===== config.mk =====
export PLATFORM = sky130hd
export DESIGN_NAME = byte_serializer
export DESIGN_NICKNAME = d
export VERILOG_FILES = /design/src/rtl/ff_pkg.sv /design/src/rtl/byte_serializer_bit_cnt.sv /design/src/rtl/byte_serializer.sv
export SDC_FILE = /design/constraint.sdc
export NUM_CORES = 1
export LEC_CHECK = 0
export CAP_MARGIN = 20
export CELL_PAD_IN_SITES_DETAIL_PLACEMENT = 1
export CELL_PAD_IN_SITES_GLOBAL_PLACEMENT = 1
export CORE_MARGIN = 4
export CORE_UTILIZATION = 34
export CTS_CLUSTER_DIAMETER = 150
export CTS_CLUSTER_SIZE = 12
export DETAILED_ROUTE_END_ITERATION = 6
export PLACE_DENSITY_LB_ADDON = 0.1
export SETUP_SLACK_MARGIN = 0.02
export SLEW_MARGIN = 20
export SYNTH_ARGS = -nofsm -noshare
export SYNTH_HDL_FRONTEND = slang
export SYNTH_HIERARCHICAL = 1
export SYNTH_SLANG_ARGS = --single-unit

===== constraint.sdc =====
create_clock -name clk -period 1.5 [get_ports clk]
set_input_delay 0.3 -clock clk [delete_from_list [all_inputs] [get_ports clk]]
set_output_delay 0.3 -clock clk [all_outputs]
set_load 0.05 [all_outputs]

===== src/rtl/ff_pkg.sv =====
// Shared types and constants for the byte serializer.
package ff_pkg;

   typedef enum logic {
      IDLE  = 1'b0,
      SHIFT = 1'b1
   } ser_state_t;

   localparam int SER_DEFAULT_WIDTH = 8;

endpackage


===== src/rtl/byte_serializer_bit_cnt.sv =====
// Loadable down-counter that tracks how many bits of the word remain after the current one.
module bit_cnt #(
   parameter int CW = 3
) (
   input  logic          clk,
   input  logic          reset,
   input  logic          i_load,
   input  logic [CW-1:0] i_load_val,
   input  logic          i_dec,
   output logic [CW-1:0] o_cnt,
   output logic          o_zero
);

   logic [CW-1:0] r_cnt;

   // Load takes priority over decrement; the count never wraps below zero.
   always_ff @(posedge clk or negedge reset) begin
      if (!reset)                      r_cnt <= '0;
      else if (i_load)                 r_cnt <= i_load_val;
      else if (i_dec && r_cnt != '0)   r_cnt <= r_cnt - CW'(1);
   end

   assign o_cnt  = r_cnt;
   assign o_zero = (r_cnt == '0);

endmodule


===== src/rtl/byte_serializer.sv =====
// Parallel-to-serial converter with valid/ready on both sides; a new word
// can be taken on the cycle the last bit of the current one is consumed.
module byte_serializer
   import ff_pkg::*;
#(
   parameter int WIDTH     = SER_DEFAULT_WIDTH,
   parameter bit MSB_FIRST = 1'b1
) (
   input  logic             clk,
   input  logic             reset,
   input  logic [WIDTH-1:0] d,
   input  logic             d_valid,
   output logic             d_ready,
   output logic             sout,
   output logic             sout_valid,
   input  logic             sout_ready,
   output logic             sout_last,
   output logic             busy
);

   localparam int CW = $clog2(WIDTH);

   ser_state_t       r_state;
   ser_state_t       w_state_nxt;
   logic [WIDTH-1:0] r_shreg;
   logic             r_sout;
   logic             r_vld;
   logic             r_last;
   logic [CW-1:0]    w_cnt;
   logic             w_zero;
   logic             w_fire;
   logic             w_last_fire;
   logic             w_accept;

   assign w_fire      = r_vld & sout_ready;
   assign w_last_fire = w_fire & r_last;
   assign w_accept    = d_valid & d_ready;

   bit_cnt #(.CW(CW)) u_bit_cnt (
      .clk        (clk),
      .reset      (reset),
      .i_load     (w_accept),
      .i_load_val (CW'(WIDTH-1)),
      .i_dec      (w_fire & ~w_zero & ~w_accept),
      .o_cnt      (w_cnt),
      .o_zero     (w_zero)
   );

   // State register.
   always_ff @(posedge clk or negedge reset) begin
      if (!reset) r_state <= IDLE;
      else        r_state <= w_state_nxt;
   end

   // Next state and upstream ready; ready opens only when idle or on a consumed last bit.
   always_comb begin
      w_state_nxt = r_state;
      d_ready     = 1'b0;
      case (r_state)
         IDLE: begin
            d_ready = reset;
            if (d_valid && reset) w_state_nxt = SHIFT;
         end
         SHIFT: begin
            d_ready = reset & w_last_fire;
            if (w_last_fire) w_state_nxt = (d_valid && reset) ? SHIFT : IDLE;
         end
         default: w_state_nxt = IDLE;
      endcase
   end

   // Datapath: load on accept, shift on consume, clear when the word drains.
   // sout is kept in its own flop so the output never passes through a mux.
   always_ff @(posedge clk or negedge reset) begin
      if (!reset) begin
         r_shreg <= '0;
         r_sout  <= 1'b0;
         r_vld   <= 1'b0;
         r_last  <= 1'b0;
      end else if (w_accept) begin
         r_shreg <= d;
         r_sout  <= MSB_FIRST ? d[WIDTH-1] : d[0];
         r_vld   <= 1'b1;
         r_last  <= 1'b0;
      end else if (w_fire) begin
         if (r_last) begin
            r_shreg <= '0;
            r_sout  <= 1'b0;
            r_vld   <= 1'b0;
            r_last  <= 1'b0;
         end else begin
            if (MSB_FIRST) begin
               r_shreg <= r_shreg << 1;
               r_sout  <= r_shreg[WIDTH-2];
            end else begin
               r_shreg <= r_shreg >> 1;
               r_sout  <= r_shreg[1];
            end
            r_last <= (w_cnt == CW'(1));
         end
      end
   end

   assign sout       = r_sout;
   assign sout_valid = r_vld;
   assign sout_last  = r_last;
   assign busy       = (r_state == SHIFT);

endmodule

==> results.txt, run 1 <==
clk buf depth: 2
Critical Path Sink: d_ready
# port buffers: 16
die height: 57.55 um
Post-Layout Cell Count: 143
sequential power share: 27.0%
routability congestion estimate: 0.8078
area grow syn2layout: 57.72%
TritonRoute pass-1 iters: 4
DRC: 0
CTS tree: yes
pin count of the biggest net entering global routing: 15
Setup TNS Final: -37.09 ps
Initial Util: 36.67%
Mapped Avg Cell Area: 10.56 um2
register bit count reported by yosys: 14
synth warn: 6
Tmin final: 1528 ps
status: finished with violations
IO Pins: 17
Detail Placement HPWL: 1525 um
cell area power density: 1826 nW/um2
Logic pwr share: 63.5%
type of the worst min-delay path: in2async
Sw Ratio: 39.90%
design area: 1316 um2
failing checks: negative setup slack
Psw: 958.7 uW
Detailed Route Iter0 Violations: 11
vias in the first global route: 763
Routed WL per cell: 16.31 um
WS Path Type: reg2out
Syn Inst Count: 79
reg2reg end: u_bit_cnt/o_cnt[2]$_DFFE_PN0P_
n_diodes: 0
core footprint: 2276 um2
placed insts: 134
gr usage total: 15.07%
Slew Limit Fails: 0
final period utilization: 101.9%
leakage power: 0.0006025 uW
R2R Setup Slk: -10 ps
row count: 17
die area: 3311 um2
final setup violation count: 3
Overflow after GRT: 0
Max-Cap Viols: 0
f_max: 654.3 MHz
share of layout cells above drive strength 1: 39.13%
Clock Sinks: 14
CP arrival: 1230 ps
Via density: 5.014
CP Launch Point: sout_last$_DFFE_PN0P_
H-Tree Depth: 1
Num CTS Buffers: 3
largest cells by area after synthesis: dfrtp_1, mux2i_1, and4b_1
Detail Route Antenna Nets: 0
Crit path required time: 1200 ps
crit-path max FO: 2
crit-path max cell delay: 440 ps
clock share of power: 9.6%
sequential fraction of the synthesis area: 41.98%
Synth area leader: dfrtp_1
Clk Latency, worst-skew pair: 290 ps
initial antenna violation count: 0
via count: 717
VDD IR-drop max: 1041 uV
clk slew on worst S/H paths: 100 ps
CTS root buf: clkbuf_4
pre-CTS WS: -459.6 ps
final net count: 131
Int Power: 1444 uW
RSZ-0062 raised after global routing: true
Cell Area, Synth: 834.6 um2
crit-path cells: nand3_4 -> buf_6 -> nand2_4 -> and2_4 -> buf_12
top cell type's share of synthesized area: 41.98%
Fin Clk Skew: 7.234 ps
CTS Hold Buffers Added: 0
Crit. End Element: output pin
Die W: 57.55 um
first-pass GRT wire length: 3698 um
worst-path cell with the longest stage delay: dfrtp_2
area post-placement: 1146 um2
CP startpoint kind: flop
Post-Route WL: 2333 um
worst setup margin: -28.30 ps
Final Hold Viols: 0
Reg2Reg Depth: 6
reg2reg start: sout_last$_DFFE_PN0P_
Synth cell types: 23
[worst max-delay path: cells and delay by family (launching register included)]
kind | cells | cell delay (ps)
buf+inv | 2 | 250
flops | 1 | 440
simple gates | 3 | 260
[layout by cell type, fill, tap and decap left out, drive strengths merged]
cell,count
buf,25
dfrtp,14
inv,11
clkdlybuf4s50,9
a21oi,9
mux2i,8
and4b,7
nand2,6
nor4b,4
clkbuf,3
a221o,3
conb,3
dlygate4sd2,2
nor2b,2
ha,2
nand3,2
and2,1
nor3,1
a21o,1
nand2b,1
and2b,1
[Yosys cell counts]
cell and instances:
nand3_4 1, buf_2 1, nand3_1 1, conb_1 1
ha_1 2, and2_1 1, and2b_4 1, inv_1 11
a21o_1 1, and4b_1 7, buf_6 2, nor3_1 1
nor2b_1 2, a21oi_1 8, buf_4 1, nand2_1 6
a221o_1 3, nor4b_1 4, nand2b_1 1, mux2i_1 8
buf_8 1, a21oi_4 1, dfrtp_1 14
[state kept, by name (all words and copies together), names as in the netlist]
signal and cells:
r_shreg 7, u_bit_cnt/o_cnt 3, busy 1, sout 1
sout_last 1, sout_valid 1
[cell families (layout without fill, tap and decap cells)]
kind of cell    after synthesis  count (layout)  synth area share (%)
other cells                   1               3                0.4493
simple gates                 25              25                 22.79
buf+inv                      16              50                 10.94
fa+ha+maj                     2               2                 2.998
compound gates               13              13                 11.25
mux                           8               8                 9.596
flops                        14              14                 41.98
[layer usage]
layer | up-vias | track usage, % | routed length, um
met3 | 4 | 2.036 | 87
met4 | 0 | 6.954 | 39
met5 | - | 0 | 0
li1 | 347 | - | -
met2 | 16 | 26.61 | 1236
met1 | 350 | 17.83 | 969
[worst min-delay path by stage]
stage                            from                             end  slack, ps
2_1_floorplan                   reset                  busy$_DFF_PN0_          4
3_3_place_gp   r_shreg[0]$_DFFE_PN0P_          r_shreg[0]$_DFFE_PN0P_        510
3_5_place_dp   r_shreg[0]$_DFFE_PN0P_          r_shreg[0]$_DFFE_PN0P_        520
4_1_cts                         reset  u_bit_cnt/o_cnt[2]$_DFFE_PN0P_        250
5_1_grt                         reset          sout_valid$_DFFE_PN0P_        240
6_report                        reset          sout_valid$_DFFE_PN0P_        230
[power by group through the flow]
stage,clock network (uW),logic (uW),registers (uW)
after floorplan,0,541,786
after global placement,0,1190,651
after detailed placement,0,1220,656
after CTS,227,1410,641
after global routing,252,1640,666
final,230,1530,648
[metrics by stage]
stage,hold slack (ps),utilization (%),power (uW)
global placement,514.4,50.36,1839
detailed placement,515.9,50.36,1873
floorplan,4.409,-,1326
finish,228.4,57.83,2403
global route,240.7,57.83,2554
CTS,248.5,55.74,2278
[cell type report]
cell class                      instances  area (um2)
Timing Repair Buffer                   36       376.6
Multi-Input combinational cell         51       488.0
Tap cell                               28       35.03
Fill cell                             255       959.7
Clock buffer                            3       22.52
Sequential cell                        14       352.8
Inverter                               11       41.29
[timing repair]
item,CTS,global route
setup buffers,6,0
pin swaps,8,2
resized for setup,15,9
setup endpoints to repair,4,7
No activity file was read; power rests on OpenSTA's default activity.
==> run 2, diff against run 1 <==
Settings changed: CORE_UTILIZATION 34 to 38.
Clock period 1.5 ns to 1.49 ns, I/O delays scaled along.
==> results.txt, run 2 (synthesis results as in run 1) <==
final period utilization: 102.5%
crit-path cells: nand3_4 -> buf_6 -> nand2_4 -> and2_4 -> buf_12
VDD IR-drop max: 1172 uV
Routed WL per cell: 17.10 um
crit path buf inv count: 2
clk slew on worst S/H paths: 100 ps
# port buffers: 16
leakage power: 0.0006272 uW
reg2reg start: sout_valid$_DFFE_PN0P_
Tmin final: 1527 ps
row count: 16
WS Path Type: reg2out
Most flops, register: r_shreg
final setup violation count: 4
type of the worst min-delay path: in2async
share of layout cells above drive strength 1: 39.83%
cell family with most CP delay: flip-flops
Crit. End Element: output pin
routability congestion estimate: 0.8187
status: finished with violations
failing checks: negative setup slack
CP arrival: 1230 ps
n_diodes: 0
initial antenna violation count: 0
CTS root buf: clkbuf_4
Detail Placement HPWL: 1613 um
Via density: 5.041
crit-path max FO: 2
worst-path cell with the longest stage delay: dfrtp_2
first-pass GRT wire length: 4222 um
Clock Sinks: 14
Num CTS Buffers: 3
Fin Clk Skew: 8.907 ps
core footprint: 2022 um2
cell area power density: 1881 nW/um2
commonest cells after routing, fill and taps aside: buf_4, dfrtp_1, inv_1
Setup TNS Final: -75.01 ps
Slew Limit Fails: 0
area grow syn2layout: 59.67%
area post-placement: 1160 um2
pre-CTS WS: -433.7 ps
CTS tree: yes
Post-Route WL: 2480 um
Crit path required time: 1190 ps
Post-Layout Cell Count: 145
Detail Route Antenna Nets: 0
Die W: 54.87 um
H-Tree Depth: 1
die height: 54.87 um
number of flip-flops under the largest register name: 7
Overflow after GRT: 0
Max-Cap Viols: 0
final net count: 133
Clk Latency, worst-skew pair: 290 ps
R2R Setup Slk: -20 ps
f_max: 655.1 MHz
TritonRoute pass-1 iters: 4
Final Hold Viols: 0
DRC: 0
clk buf depth: 2
worst setup margin: -36.59 ps
Layout Utilization: 65.90%
die area: 3010 um2
Reg2Reg Depth: 6
pin count of the biggest net entering global routing: 15
RSZ-0062 raised after global routing: true
design area: 1333 um2
Fill cells: 216
commonest non-fill, non-tap cell in the layout: buf_4
vias in the first global route: 845
Detailed Route Iter0 Violations: 6
IO Pins: 17
CP startpoint kind: flop
crit-path max cell delay: 440 ps
via count: 731
placed insts: 135
reg2reg end: u_bit_cnt/o_cnt[1]$_DFFE_PN0P_
gr usage total: 20.58%
Initial Util: 41.27%
run 2: worst reg2reg max path: cells and delay by family (launching register included):
kind            cells  cell delay [ps]
buf+inv             2              320
flops               1              410
simple gates        2              130
compound gates      2              530
run 2: power by group:
group | switching, uW | internal [uW] | total [uW]
registers | 113 | 541 | 654
clock network | 136 | 149 | 285
logic | 734 | 833 | 1570
run 2: how the worst max path moves through the flow:
stage | end | cells after the start | start | slack [ps]
finish | d_ready | 5 | sout_valid$_DFFE_PN0P_ | -40
global route | u_bit_cnt/o_cnt[1]$_DFFE_PN0P_ | 6 | sout_valid$_DFFE_PN0P_ | -100
CTS | d_ready | 5 | sout_last$_DFFE_PN0P_ | -40
detailed placement | u_bit_cnt/o_cnt[0]$_DFFE_PN0P_ | 5 | sout_ready | -430
global placement | u_bit_cnt/o_cnt[0]$_DFFE_PN0P_ | 5 | sout_ready | -370
floorplan | u_bit_cnt/o_cnt[0]$_DFFE_PN0P_ | 7 | sout_last$_DFFE_PN0P_ | -300
run 2: cell type report:
cell class | instances | area [um2] | share of cell area (%)
inverters | 11 | 41.29 | 3.099
well taps | 27 | 33.78 | 2.535
clock buffers | 4 | 36.28 | 2.723
repair buffers | 38 | 387.9 | 29.11
multi-input cells | 51 | 480.5 | 36.06
flip-flops and latches | 14 | 352.8 | 26.48
run 2: stage by stage:
stage	hold slack, ps	power [uW]
after detailed placement	523.2	1892
after global placement	513.2	1831
after floorplan	2.409	1335
final	130.1	2507
after CTS	508.7	2426
after global routing	137.2	2676
run 2: metal layers:
layer  part of all wire (%)  track usage [%]  vias to the layer above
met3                    3.6            3.815                        4
met1                     43            25.55                      353
met4                    1.8            8.299                        0
met5                      0                0                        -
met2                     51            34.65                       21
li1                       -                -                      353
run 2: what timing repair did:
action	CTS	global route
hold buffers	0	0
gates cloned	0	0
buffers inserted	6	0
resized for setup	16	4
pin swaps	7	1
endpoints found under the setup margin	5	12
==> run 3, diff against run 2 <==
Settings changed: CORE_UTILIZATION 38 to 40, CTS_CLUSTER_DIAMETER 150 to not set, MAX_ROUTING_LAYER set to met4.
Clock period 1.49 ns to 1.88 ns, I/O delays scaled along.
==> results.txt, run 3 (synthesis results as in run 1) <==
status: finished, final reports clean
Initial Util: 42.54%
die area: 2881 um2
Slew Limit Fails: 0
cell area power density: 1371 nW/um2
Most flops, register: r_shreg
gr usage total: 15.89%
Overflow after GRT: 0
VDD IR-drop max: 670.9 uV
Fin Clk Skew: 4.774 ps
f_max: 580.1 MHz
CTS root buf: clkbuf_4
Clock Sinks: 14
RSZ-0062 raised after global routing: false
final net count: 118
Final Hold Viols: 0
via count: 664
CTS Hold Buffers Added: 0
crit path buf inv count: 1
row count: 16
WS Path Type: reg2reg
share of layout cells above drive strength 1: 21.36%
commonest non-fill, non-tap cell in the layout: dfrtp_1
pin count of the biggest net entering global routing: 15
vias in the first global route: 676
crit-path cells: inv_1 -> ha_1 -> ha_1 -> nor3_4 -> nand2b_1 -> a221o_1
type of the worst min-delay path: reg2reg
CP startpoint kind: flop
Most Frequent Cell on Critical Path: ha_1
core footprint: 1962 um2
initial antenna violation count: 0
first-pass GRT wire length: 3125 um
commonest cells after routing, fill and taps aside: dfrtp_1, inv_1, buf_4
Detail Route Antenna Nets: 0
CTS tree: yes
worst-path cell with the longest stage delay: dfrtp_1
Crit path required time: 2050 ps
Layout Utilization: 55.42%
H-Tree Depth: 1
Max-Cap Viols: 0
IO Pins: 17
Num CTS Buffers: 3
area grow syn2layout: 30.28%
crit-path max FO: 5
Clk Latency, worst-skew pair: 280 ps
routability congestion estimate: 0.7432
CP arrival: 1890 ps
TritonRoute pass-1 iters: 4
Crit. End Element: flop
DRC: 0
worst setup margin: 156.1 ps
Fill cells: 236
Routed WL per cell: 14.00 um
leakage power: 0.0005110 uW
pre-CTS WS: -111.0 ps
Via density: 5.108
clk buf depth: 2
Detailed Route Iter0 Violations: 3
# port buffers: 16
Post-Route WL: 1820 um
Tmin final: 1724 ps
cell family with most CP delay: adder cells
die height: 53.68 um
crit-path max cell delay: 420 ps
Detail Placement HPWL: 1439 um
number of flip-flops under the largest register name: 7
final setup violation count: 0
clk slew on worst S/H paths: 90 ps
Die W: 53.68 um
final period utilization: 91.70%
n_diodes: 0
[run 3: cell count changes in the layout (fill, tap and decap cells not counted), sizes merged]
cell / change
dlymetal6s2s: -1
buf: -15
clkdlybuf4s50: +1
[run 3: repair_timing]
action	in CTS	in global routing
pin swaps	0	0
endpoints found under the setup margin	1	3
buffers inserted	0	0
resized for setup	1	2
[run 3: path summary, 6_finish.rpt]
| path | from | to | slack, ps | cells past startpoint |
|---|---|---|---|---|
| setup / recovery | u_bit_cnt/o_cnt[0]$_DFFE_PN0P_ | u_bit_cnt/o_cnt[1]$_DFFE_PN0P_ | 160 | 6 |
| hold / removal | r_shreg[0]$_DFFE_PN0P_ | r_shreg[0]$_DFFE_PN0P_ | 520 | 2 |
| setup reg to reg | u_bit_cnt/o_cnt[0]$_DFFE_PN0P_ | u_bit_cnt/o_cnt[1]$_DFFE_PN0P_ | 160 | 6 |
| hold reg to reg | r_shreg[0]$_DFFE_PN0P_ | r_shreg[0]$_DFFE_PN0P_ | 520 | 2 |
| max in group asynchronous | reset | sout_valid$_DFFE_PN0P_ | 1120 | 3 |
| min in group asynchronous | reset | r_shreg[5]$_DFFE_PN0P_ | 570 | 3 |
[run 3: worst reg2reg max path: stages (launching register included)]
cell and delay (ps):
dfrtp_1 420, inv_1 60, ha_1 190, ha_1 260, nor3_4 250, nand2b_1 130, a221o_1 310
[run 3: through the flow]
stage / instances / setup TNS, ps / hold WS (ps) / power [uW] / instance area [um2]
after floorplan: 81 / 0 / 80.41 / 1051 / 844.6
after global placement: 126 / -99.38 / 514.2 / 1239 / 1041
after detailed placement: 126 / -313.8 / 516.7 / 1266 / 1041
after CTS: 130 / 0 / 528.1 / 1491 / 1076
after global routing: 130 / 0 / 580.4 / 1603 / 1087
final: 130 / 0 / 524.7 / 1491 / 1087
[run 3: layer usage]
| metal | share of wire, % | track usage, % |
|---|---|---|
| met3 | 2.4 | 2.493 |
| met2 | 50 | 24.80 |
| met4 | 1.5 | 10.21 |
| met5 | 0 | - |
| met1 | 45 | 18.90 |
[run 3: final cells by class]
| class | count | area (um2) | area share [%] |
|---|---|---|---|
| Sequential cell | 14 | 352.8 | 32.45 |
| Tap cell | 27 | 33.78 | 3.107 |
| Timing Repair Buffer | 23 | 211.5 | 19.45 |
| Multi-Input combinational cell | 51 | 411.6 | 37.86 |
| Clock buffer | 4 | 36.28 | 3.337 |
| Inverter | 11 | 41.29 | 3.797 |
[run 3: where the power goes]
part           switching [uW]  total [uW]  internal, uW
Clock                     102         220           118
Combinational             378         708           330
Sequential                134         563           429
Total                     614        1490           877
==> RTL edit 1 (flow settings as in run 1) <==
The package constant `SER_DEFAULT_WIDTH` goes from 8 to 4.
--- a/src/rtl/ff_pkg.sv
+++ b/src/rtl/ff_pkg.sv
@@ -6,7 +6,7 @@
       SHIFT = 1'b1
    } ser_state_t;
 
-   localparam int SER_DEFAULT_WIDTH = 8;
+   localparam int SER_DEFAULT_WIDTH = 4;
 
 endpackage
 
Ports: changed (resized d); port bits go from 17 to 13. No check against the original RTL was run, so the function may have changed too.
==> RTL edit 1 against run 1 <==
The run still ends with negative setup slack left. Power fell by 22%. Worst hold slack improved by 0.011 ns. Synthesized cell count is 39% lower. Sequential cell count down 5. Worst setup slack better by 0.0061 ns. First-iteration DRC count decreased by 18%. Routed wire length decreased by 21%. Area after synthesis fell by 42%. Final area decreased by 31%.
==> RTL edit 1: results <==
outcome:
  status: "finished, violations left"
  violations: "negative setup slack"
synth:
  synth.area.mux_share_pct: 8.27
  synthTopCellsByCount: "dfrtp_1, nand2_1, inv_1, a21oi_1, mux2i_1"
  ys.flop_type: "dfrtp_1"
  yosys-top-cells-area: "dfrtp_1, mux2i_1, and4b_1, or4b_1, nand2_1"
  yosys.area_share.xor_xnor_pct: 0
  yosysSeqAreaShare_pct: 46.5
  synthAdderAreaFrac_pct: 2.58
  synth_compound_area_share_pct: 11.9
  synth_cell_types: 19
  avgSynthCellArea_um2: 10.1
placed_design:
  dp_cells: 84
  portBuffers: 12
  place.detailed.hpwl_um: 988
  pre_cts_slack_ns: -0.342
  gp_congestion: 0.806
  place_area_um2: 767
clock_network:
  clk_pin_slew_worst_paths_ns: 0.07
  post_cts_buffers: 5
  clkLatencyLatePin_ns: 0.27
  post_cts_resize_count: 8
sta:
  holdWs_ns: 0.239
  fin_setup_tns_ns: -0.0222
  setup_violations: 1
  setup_ws_ns: -0.0222
  finClkSkew_ns: 0.00418
route:
  drtIter0Drc: 9
  wl_per_cell_um: 19.1
  vias: 507
critical_path:
  startpoint: "u_bit_cnt/o_cnt[1]"
  max_stage_delay_ns: 0.50
  r2r-end: "u_bit_cnt/o_cnt[1]"
  worstPathArrival_ns: 1.68
  r2r_cells: 5
  slowest_stage: "or4b_4"
  worstPathMaxFanout: 3
  crit_path_end_kind: "flip-flop"
power:
  ir_worst_vdd_mv: 1.12
  combPwrFrac_pct: 65.1
  power_frac_seq_pct: 24.2
  switching_share_pct: 42.1
  power_w: 0.00187
  p_leak_nw: 0.426
global_route:
  grt_first_pass_wirelength_um: 2480
  grtUsageTotal_pct: 17.4
  grt_pass1_vias: 544
  grt_max_degree: 10
layout:
  nNetsFinal: 92
  antenna_cells: 0
  largest_reg_flops: 3
  multi_input_comb_area_um2: 314
  final_layout_size_suffix_gt1_share_pct: 52.4
  fin_cells: 97
  fillers: 136
-- RTL edit 1: cell types whose count changed after synthesis, moves of 4 or more --
cell     delta
dfrtp_1     -5
inv_1       -5
a21oi_1     -4
and4b_1     -4
mux2i_1     -4
nor4b_1     -4
-- RTL edit 1: cell type report --
class | count | share of cell area (%)
well taps | 15 | 2.06
repair buffers | 29 | 32.9
inverters | 6 | 2.48
flip-flops and latches | 9 | 25.2
multi-input cells | 34 | 34.5
clock buffers | 4 | 2.89
-- RTL edit 1: per-layer routing --
layer  part of all wire [%]  wire length (µm)  GRT usage (%)
met2                     56              1040           32.6
met4                    3.8                71           5.11
met1                     35               652           18.5
met3                    4.7                86           4.74
met5                      0                 0              0
-- RTL edit 1: worst max-delay path: cells and delay by family (launching register included) --
kind	cells	cell delay [ns]
simple gates	2	0.73
flops	1	0.36
fa+ha+maj	1	0.17
compound gates	1	0.09
buf+inv	1	0.07
==> RTL edit 2 (config.mk and constraints of run 1) <==
Without the edit above. Reset style: synchronous (`reset`), changed in 3 clocked blocks.
--- a/src/rtl/byte_serializer_bit_cnt.sv
+++ b/src/rtl/byte_serializer_bit_cnt.sv
@@ -14,7 +14,7 @@
    logic [CW-1:0] r_cnt;
 
    // Load takes priority over decrement; the count never wraps below zero.
-   always_ff @(posedge clk or negedge reset) begin
+   always_ff @(posedge clk) begin
       if (!reset)                      r_cnt <= '0;
       else if (i_load)                 r_cnt <= i_load_val;
       else if (i_dec && r_cnt != '0)   r_cnt <= r_cnt - CW'(1);
--- a/src/rtl/byte_serializer.sv
+++ b/src/rtl/byte_serializer.sv
@@ -47,7 +47,7 @@
    );
 
    // State register.
-   always_ff @(posedge clk or negedge reset) begin
+   always_ff @(posedge clk) begin
       if (!reset) r_state <= IDLE;
       else        r_state <= w_state_nxt;
    end
@@ -71,7 +71,7 @@
 
    // Datapath: load on accept, shift on consume, clear when the word drains.
    // sout is kept in its own flop so the output never passes through a mux.
-   always_ff @(posedge clk or negedge reset) begin
+   always_ff @(posedge clk) begin
       if (!reset) begin
          r_shreg <= '0;
          r_sout  <= 1'b0;
Check against the original RTL: differs if reset is asserted again (counterexample within 4 cycles, from zero or initial values and one cycle with reset low); with reset held inactive, the same outputs for 10 cycles.
==> RTL edit 2 against run 1 <==
Sequential cell count did not move. Final area fell by 2.3%. Die area fell by 3.9%. Synthesized cell count rose by 10%. Worst setup slack improved by 0.039 ns. Via count rose by 11%. Worst hold slack improved by 0.20 ns. Area after synthesis fell by 4.5%. Routed wire length rose by 6.6%. Largest cell class unchanged. Highest routed layer unchanged.
Power is not compared: it rests on default switching activity, and its combinational part moved more than twofold at a synthesized area within 25%.
==> RTL edit 2: results <==
outcome:
  status: "finished, final reports clean"
power:
  ir_worst_vdd_mv: 0.499
  switching_share_pct: 29.4
  p_leak_nw: 0.527
layout:
  antenna_cells: 0
  fillers: 255
  nNetsFinal: 141
  largest_reg_flops: 7
  top_register: "r_shreg"
  final_layout_size_suffix_gt1_share_pct: 41.3
clock_network:
  clkLatencyLatePin_ns: 0.28
  root_buffer: "clkbuf_4"
  htree_levels: 1
  numCtsBuffers: 3
  clk_pin_slew_worst_paths_ns: 0.09
  cts_buffer_depth: 2
critical_path:
  max_stage_delay_ns: 0.24
  worstPathMaxFanout: 2
  cpLargestDelayFamily: "buffers and inverters"
  slowest_stage: "dlygate4sd2_1"
synth:
  synth.area.mux_share_pct: 1.88
  synthTopCellsByCount: "a21oi_1, dfxtp_1, a211oi_1, and4b_1, inv_1"
  yosysSeqAreaShare_pct: 35.2
  synth_compound_area_share_pct: 26.2
  synthAdderAreaFrac_pct: 3.14
  synth_cell_types: 30
  yosys-top-cells-area: "dfxtp_1, a21oi_1, and4b_1, a211oi_1, ha_1"
  yosysWarnings: 6
  yosys.area_share.xor_xnor_pct: 1.10
  ys.flop_type: "dfxtp_1"
  async_flop_share_pct: 0
sta:
  finClkSkew_ns: 0.00136
min_path:
  hold_path.class: "in2reg"
placed_design:
  gp_congestion: 0.727
  place.detailed.hpwl_um: 1720
  place_area_um2: 1170
  portBuffers: 16
  pre_cts_slack_ns: -0.330
global_route:
  use_met3_pct: 4.14
  antenna_found_initial: 0
  grt_max_degree: 12
  grtUsageTotal_pct: 17.0
  met2_usage_pct: 26.4
  met1_usage_pct: 24.5
  grt_first_pass_wirelength_um: 4240
  grt_pass1_vias: 840
route:
  drtIter0Drc: 23
  avgViaCountPerCell: 5.17
  routed_wl_um: 2490
  first_pass_iters: 4
flow_run:
  drv_cap: 0
[RTL edit 2: cell count changes in the layout (fill, tap and decap cells not counted), moves of 3 or more]
| cell | before | now |
|---|---|---|
| dfxtp_4 | 0 | 3 |
| buf_4 | 15 | 21 |
| dfrtp_1 | 12 | 0 |
| a21oi_1 | 8 | 16 |
| mux2i_1 | 8 | 0 |
| buf_6 | 5 | 1 |
| a211oi_1 | 0 | 5 |
| dfxtp_1 | 0 | 9 |
| a221o_1 | 3 | 0 |
| nor4b_2 | 3 | 0 |
| o21ai_0 | 0 | 3 |
| inv_1 | 9 | 3 |
[RTL edit 2: final timing paths]
path,start,endpoint,slack [ns],depth (start not counted)
setup / recovery,sout_ready,d_ready,0.01,6
hold / removal,d_valid,busy,0.43,2
setup reg to reg,u_bit_cnt/o_cnt[1],u_bit_cnt/o_cnt[1],0.02,8
hold reg to reg,r_shreg[0],r_shreg[0],0.49,2
[RTL edit 2: cell type report]
type	instances	area share, %
Tap cell	28	2.72
Clock buffer	4	2.82
Sequential cell	14	22.9
Inverter	6	1.75
Timing Repair Buffer	38	29.7
Multi-Input combinational cell	64	40.2
[RTL edit 2: timing repair]
| action | in CTS | in global routing |
|---|---|---|
| setup buffers | 6 | 1 |
| pin swaps | 7 | 1 |
| resized for setup | 12 | 3 |
| endpoints found under the setup margin | 4 | 6 |
| hold buffers | 0 | 0 |
[RTL edit 2: cells by family (layout without fill, tap and decap cells)]
| family | count (synthesis) | in the layout |
|---|---|---|
| compound gates | 34 | 34 |
| xor+xnor | 1 | 1 |
| fa+ha+maj | 2 | 2 |
| buf+inv | 11 | 48 |
| flops | 14 | 14 |
| mux | 1 | 1 |
| other cells | 1 | 3 |
| simple gates | 23 | 23 |
[RTL edit 2: power by group through the flow]
stage / clock [W] / combinational [W] / sequential (W)
after floorplan: 0 / 0.000119 / 0.000442
after global placement: 0 / 0.000242 / 0.000431
after detailed placement: 0 / 0.000248 / 0.000432
after CTS: 0.000292 / 0.000282 / 0.000411
after global routing: 0.000307 / 0.000311 / 0.000415
final: 0.000280 / 0.000288 / 0.000412
[RTL edit 2: stage by stage]
stage,util (%),instances,setup TNS (ns),hold WS (ns)
6_report,58.1,154,0,0.432
2_1_floorplan,-,89,-0.0293,0.418
5_1_grt,58.1,154,-0.211,0.471
4_1_cts,57.2,153,-0.00200,0.456
3_5_place_dp,52.8,143,-2.86,0.488
3_3_place_gp,52.8,143,-2.45,0.476
[RTL edit 2: metal layers]
metal | part of all wire (%) | vias to the layer above
met1 | 49 | 383
met2 | 47 | 10
met5 | 0 | -
li1 | - | 401
met3 | 3.1 | 2
met4 | 0.48 | 0
